## src/rtl/alu4_seq.sv

```systemverilog
// alu4_seq: nibble-serial sequencer driving an external combinational alu4 slice.
// A WIDTH-bit command is accepted over a valid/ready handshake, then processed four
// bits per clock (LSB nibble first), with the carry chained between nibbles through
// a flop. The assembled result and final carry are returned over a second handshake.
//
// Ports:
//   clk, rst                     clock, asynchronous active-high reset
//   cmd_valid/cmd_ready          command handshake
//   cmd_a, cmd_b                 WIDTH-bit operands
//   cmd_select, cmd_carry_in     ALU select code and carry into nibble 0
//   alu_a, alu_b, alu_select,
//   alu_carry_in                 drive to the alu4 slice (zero outside RUN)
//   alu_out, alu_carry_out       combinational return from the alu4 slice
//   rsp_valid/rsp_ready          response handshake
//   rsp_result, rsp_carry        assembled result and carry of the last nibble
//   busy                         high while a command is in RUN or DONE
module alu4_seq #(
  parameter int unsigned WIDTH = 16  // multiple of 4, at least 4
) (
  input  logic             clk,
  input  logic             rst,
  input  logic             cmd_valid,
  output logic             cmd_ready,
  input  logic [WIDTH-1:0] cmd_a,
  input  logic [WIDTH-1:0] cmd_b,
  input  logic [2:0]       cmd_select,
  input  logic             cmd_carry_in,
  output logic [3:0]       alu_a,
  output logic [3:0]       alu_b,
  output logic [2:0]       alu_select,
  output logic             alu_carry_in,
  input  logic [3:0]       alu_out,
  input  logic             alu_carry_out,
  output logic             rsp_valid,
  input  logic             rsp_ready,
  output logic [WIDTH-1:0] rsp_result,
  output logic             rsp_carry,
  output logic             busy
);

  localparam int unsigned Nib  = WIDTH / 4;
  localparam int unsigned IdxW = (Nib > 1) ? $clog2(Nib) : 1;
  localparam logic [IdxW-1:0] LastIdx = IdxW'(Nib - 1);

  typedef enum logic [1:0] {StIdle, StRun, StDone} state_e;

  state_e            state_q, state_d;
  logic [WIDTH-1:0]  a_q, a_d;
  logic [WIDTH-1:0]  b_q, b_d;
  logic [2:0]        sel_q, sel_d;
  logic              cin_q, cin_d;
  logic              carry_q, carry_d;
  logic [IdxW-1:0]   idx_q, idx_d;
  logic [WIDTH-1:0]  result_q, result_d;

  // Bit offset of the current nibble (idx * 4).
  logic [IdxW+1:0]   nib_base;
  assign nib_base = {idx_q, 2'b00};

  always_ff @(posedge clk or posedge rst) begin
    if (rst) begin
      state_q  <= StIdle;
      a_q      <= '0;
      b_q      <= '0;
      sel_q    <= '0;
      cin_q    <= 1'b0;
      carry_q  <= 1'b0;
      idx_q    <= '0;
      result_q <= '0;
    end else begin
      state_q  <= state_d;
      a_q      <= a_d;
      b_q      <= b_d;
      sel_q    <= sel_d;
      cin_q    <= cin_d;
      carry_q  <= carry_d;
      idx_q    <= idx_d;
      result_q <= result_d;
    end
  end

  always_comb begin
    state_d      = state_q;
    a_d          = a_q;
    b_d          = b_q;
    sel_d        = sel_q;
    cin_d        = cin_q;
    carry_d      = carry_q;
    idx_d        = idx_q;
    result_d     = result_q;
    alu_a        = 4'h0;
    alu_b        = 4'h0;
    alu_select   = 3'b000;
    alu_carry_in = 1'b0;

    unique case (state_q)
      StIdle: begin
        if (cmd_valid) begin
          a_d      = cmd_a;
          b_d      = cmd_b;
          sel_d    = cmd_select;
          cin_d    = cmd_carry_in;
          idx_d    = '0;
          result_d = '0;
          state_d  = StRun;
        end
      end
      StRun: begin
        alu_a        = a_q[nib_base +: 4];
        alu_b        = b_q[nib_base +: 4];
        alu_select   = sel_q;
        // Nibble 0 takes the command carry; later nibbles take the chained carry.
        alu_carry_in = (idx_q == '0) ? cin_q : carry_q;
        result_d[nib_base +: 4] = alu_out;
        carry_d      = alu_carry_out;
        if (idx_q == LastIdx) begin
          state_d = StDone;
        end else begin
          idx_d = idx_q + 1'b1;
        end
      end
      StDone: begin
        if (rsp_ready) begin
          state_d = StIdle;
        end
      end
      default: state_d = StIdle;
    endcase
  end

  // Handshake outputs decode from state only; no path from cmd_valid or rsp_ready.
  assign cmd_ready  = (state_q == StIdle);
  assign busy       = (state_q != StIdle);
  assign rsp_valid  = (state_q == StDone);
  assign rsp_result = result_q;
  assign rsp_carry  = carry_q;

endmodule

```

## config.mk

```make
export PLATFORM = sky130hd
export DESIGN_NAME = alu4_seq
export DESIGN_NICKNAME = d
export VERILOG_FILES = /design/src/rtl/alu4_seq.sv
export SDC_FILE = /design/constraint.sdc
export NUM_CORES = 1
export LEC_CHECK = 0
export ABC_CLOCK_PERIOD_IN_PS = 2600
export CAP_MARGIN = 30
export CELL_PAD_IN_SITES_DETAIL_PLACEMENT = 1
export CELL_PAD_IN_SITES_GLOBAL_PLACEMENT = 1
export CORE_ASPECT_RATIO = 1.5
export CORE_MARGIN = 10
export CORE_UTILIZATION = 42
export DETAILED_ROUTE_END_ITERATION = 16
export HOLD_SLACK_MARGIN = 0.08
export PLACE_DENSITY_LB_ADDON = 0.15
export SLEW_MARGIN = 20
export SYNTH_ARGS = -nofsm -noshare
export SYNTH_HDL_FRONTEND = slang
export SYNTH_SLANG_ARGS = --single-unit
```

## constraint.sdc

```tcl
create_clock -name clk -period 2.6 [get_ports clk]
set_input_delay 0.52 -clock clk [delete_from_list [all_inputs] [get_ports clk]]
set_output_delay 0.52 -clock clk [all_outputs]
set_load 0.005 [all_outputs]
```

### After elaboration in Yosys (flattened, before gate mapping)

Cells that the tools add are included.

| storage, ports and cells | value |
|---|---|
| register bits | 57 |
| bits in latches | 0 |
| memory bits (writable) | 0 |
| memory bits (read-only) | 0 |
| input bits | 45 |
| output and inout port bits | 32 |
| word-level logic and storage cells | 44 |
| memories kept | 0 |

| cells by class | value |
|---|---|
| add/subtract/negate cells | 2 |
| multipliers | 0 |
| div/mod/pow operators | 0 |
| order comparisons | 0 |
| equal/unequal tests | 7 |
| shifts and indexed selects | 4 |
| multiplexer cells | 15 |
| bitwise logic cells | 0 |
| reduce and logical (&&, ||, !) cells | 8 |

Operators by type and width:

| kind | number |
|---|---|
| $pmux W16 S2 | 1 |
| $shiftx A16 B5 Y4 | 2 |
| $bwmux W16 | 1 |
| $mux W16 | 1 |
| $shift A4 B6 Y16 const A | 1 |
| $shiftx A4 B6 Y16 | 1 |
| $mux W2 | 5 |
| $mux W4 | 2 |
| $ne A2 B2 Y1 const B | 3 |
| $neg A4 Y6 | 1 |
| $pmux W2 S3 | 1 |
| $reduce_and A3 Y1 | 2 |
| $eq A2 B2 Y1 const B | 2 |
| $logic_not A2 Y1 | 2 |
| $pmux W2 S2 | 1 |
| $reduce_and A2 Y1 | 2 |
| $reduce_bool A2 Y1 | 2 |
| $mux W3 | 1 |
| $add A2 B1 Y2 const B | 1 |
| $eq A2 B1 Y1 const B | 1 |
| $mux W1 | 2 |
| $ne A2 B1 Y1 const B | 1 |

### Depth between registers and ports, before layout

| logic depth | value |
|---|---|
| word-level depth | 4 |
| depth in mapped cells | 6 |

### Least setup slack after synthesis

No wires, ideal clock.

| timing path | value |
|---|---|
| path kind | register to output |
| start point | reg idx_q[1] |
| end point | out alu_carry_in |
| arrival | 1.329 ns |
| setup slack | 0.751 ns |
| cell stages (with the launch flop) | 6 |
| path buffers | 1 |
| path through | dfrtp_1 > clkbuf_1 > inv_1 > ha_1 > mux2i_1 > nor2_1 |

| between the ends | value |
|---|---|
| word-level cells in the longest chain between the ends | 3 |

Ends and longest elaborated chain:

| what | RTL line | source |
|---|---|---|
| start, declared | 53 | `logic [IdxW-1:0] idx_q, idx_d;` |
| start signal, assigned | 77 | `idx_q <= idx_d;` |
| $logic_not A2 Y1 | 113 | `alu_carry_in = (idx_q == '0) ? cin_q : carry_q;` |
| $mux W1 | 113 |  |
| $mux W1 | 96 | `unique case (state_q)` |
| end, declared | 31 | `output logic alu_carry_in,` |

Every way passes these cells.

### Worst setup path in the final report

| timing path | value |
|---|---|
| start point | reg idx_q[0] |
| end point | out alu_a[3] |

| between the ends | value |
|---|---|
| word-level cells in the longest chain between the ends | 2 |

Ends and longest elaborated chain:

| what | RTL line | source |
|---|---|---|
| $shiftx A16 B5 Y4 | 109 | `alu_a = a_q[nib_base +: 4];` |
| $mux W4 | 96 |  |
| end, declared | 28 | `output logic [3:0] alu_a,` |

Every way passes these cells.

==> impl_metrics.yaml <==
synth:
  synth-seq-area-share_pct: 50.96
  synth_fp_nets: 231
  synthDistinctLibCells: 30
  synth_top_area_cell: "dfrtp_1"
  syn_area_um2: 2799
  ys_top_cells_by_area: "dfrtp_1 (51%), mux2_4 (16%), a22o_1 (5.3%)"
  ys_ff_latch: 57
  yosys.area.top_type_share_pct: 50.96
  synth_area_per_cell_um2: 15.55
  ys_warn_count: 0
  synth_cells: 180
sta:
  whs_ns: 0.3983
  skew_ns: 0.007933
  finalSetupViolCount: 0
  fmax_ghz: 0.4107
  finalCritPeriodShare_pct: 93.65
  fin_crit_ns: 2.435
  worstMarginPinSlew_ns: 0.3754
  hold_viol: 0
  rsz0062_at_grt: "false"
  finalMaxSlewViolations: 0
  relSlewSlack_pct: 74.78
  finalSetupTns_ns: 0
critical_path:
  r2r_start: "idx_q[0]"
  cp_data_arrival_time_ns: 1.91
  worstSetupStartpointType: "flop"
  worstPathMaxFanout: 6
  worstSetupStartpoint: "idx_q[0]"
  worstPathRequired_ns: 2.08
  crit_type: "reg -> out"
  end_kind: "primary output"
pwr:
  power_frac_comb_pct: 48.3
  p_per_area_nw_per_um2: 1225
  pwr-share-clk_pct: 21.1
  p_leak_nw: 1.848
  swShare_pct: 30.08
  total_power_mw: 4.850
  p_int_mw: 3.391
  peakVddDrop_mv: 0.6719
  netSwitchingPower_mw: 1.459
  seq_power_share_pct: 30.7
die:
  coreArea_um2: 6486
  ioPinCount: 77
  die_area_um2: 10400
  die_x_um: 86.66
  fp.dieH_um: 120.0
  rows: 36
  start_util_pct: 43.15
grt:
  grt.total_usage_pct: 13.90
  grt_pass1_vias: 2168
  grt-ovfl-total: 0
  antenna_found_initial: 0
  grt_max_degree: 38
  grt_pass1_wl_um: 11470
cts:
  cts_num_sinks: 57
  cts_buffer_depth: 2
  cts_made_buffers: 9
  hold_buffers: 0
  cts_tree: "built"
  htree_levels: 3
  clk_pin_slew_ns: 0.07
  insertion_delay_ns: 0.33
  cts-root-buf: "clkbuf_8"
route:
  drc: 0
  routed_wl_um: 7007
  post_drt_via_cell_ratio: 5.220
  drt_iter0_drc: 76
  wl_per_cell_um: 20.02
  dr.pass1.iters: 4
  ant_nets: 0
  num_vias: 1827
placed_design:
  portBuffers: 76
  gp_congestion: 0.7493
  dpl.hpwl_um: 5211
job:
  cap_violations: 0
run_status:
  status: "complete, no violations"
cells_and_area:
  area_growth_syn_to_layout_pct: 41.44
  nNetsFinal: 320
  drive_above_1_share_pct: 28.83
  antenna_cells: 0
  mostFrequentLayoutCell: "clkdlybuf4s50_1"
  fillers: 623
  layout_common_cells: "clkdlybuf4s50_1 (68), dfrtp_1 (57), mux2_4 (30)"
  fin_util_pct: 61.03
hold_path:
  holdCritPathClass: "in -> async"
==> worst max-delay path, stage by stage, from the launching register on <==
cell and delay, ns:
dfrtp_1 0.42, clkbuf_16 0.19, mux4_1 0.53, and2_1 0.17, dlygate4sd2_1 0.28
==> logic make-up (layout without fill, tap and decap cells) <==
kind of cell,Yosys count,in the layout,share of synthesized area [%]
DFF,57,57,50.96
muxes,46,46,25.93
and+or+nand+nor,33,33,8.494
AOI/OAI and AO/OA,23,23,7.018
buffers and inverters,15,109,4.918
adders and majority gates,6,6,2.682
==> registers in the layout, summed over array words and instances, names as in the netlist <==
name	count
a_q	16
b_q	16
cin_q	1
idx_q	2
rsp_carry	1
rsp_result	16
sel_q	3
state_q	2
==> stage by stage <==
| step | setup WS (ns) | instances | instance area (um^2) |
|---|---|---|---|
| finish | 0.1651 | 350 | 3959 |
| CTS | 0.007225 | 349 | 3904 |
| detailed placement | 0.3516 | 332 | 3654 |
| global placement | 0.3869 | 332 | 3654 |
| floorplan | 0.6804 | 180 | 2799 |
| global route | 0.04625 | 350 | 3959 |
==> area by class of cell <==
cell class                 instances  area (um^2)  share of cell area (%)
sequential                        57         1426                   36.03
multi-input combinational        108         1254                   31.67
timing repair buffer              87        914.6                   23.10
clock buffer                      11        141.4                   3.571
clock inverter                     5        102.6                   2.592
tap                               76        95.09                   2.402
inverter                           6        25.02                  0.6321
==> power groups by stage <==
| stage | registers [mW] | clock network [mW] | logic [mW] |
|---|---|---|---|
| floorplan | 1.44 | 0 | 1.54 |
| global placement | 1.48 | 0 | 2.30 |
| detailed placement | 1.50 | 0 | 2.34 |
| CTS | 1.49 | 1.04 | 2.36 |
| global route | 1.54 | 1.09 | 2.55 |
| finish | 1.49 | 1.02 | 2.34 |
==> synth_stat cells <==
library cell,instances
a22o_1,17
nor2b_1,1
mux4_2,6
nand2b_4,1
nand3b_1,1
a21o_1,4
nor3_2,1
nand2b_1,2
dfrtp_1,57
nor2_1,2
inv_1,5
nand2_1,8
nor3b_2,1
buf_12,3
clkbuf_1,2
inv_4,1
buf_6,4
mux2i_1,2
o22ai_1,1
mux4_1,2
mux2_2,6
ha_1,6
nor4_4,1
nor2b_2,1
nor4b_4,1
o21bai_2,1
and2_1,11
mux2_4,30
or2_2,1
and4_1,1
==> worst paths after layout <==
kind	cells past startpoint	slack, ns	to
max reg2reg	6	0.85	rsp_result[7]
min in group clk	1	0.50	rsp_result[6]
min	2	0.40	cin_q
max in group asynchronous	3	1.73	a_q[9]
min reg2reg	1	0.50	rsp_result[6]
max	4	0.17	alu_a[3]
==> what timing repair did <==
| action | 4_1_cts | 5_1_grt |
|---|---|---|
| setup endpoints to repair | 2 | 4 |
| gates cloned | 0 | 1 |
| gates resized for setup | 1 | 9 |
| setup buffers | 1 | 0 |
| pin swaps | 0 | 0 |
==> layer usage <==
layer  global-route usage (%)  vias up  routed length, um
met5                        0        -                  0
met4                    4.878        0                104
met3                    5.890       11                535
met2                    23.75       57               3716
met1                    14.81      932               2650
li1                         -      827                  -
Power figures use the tool's default switching activity.
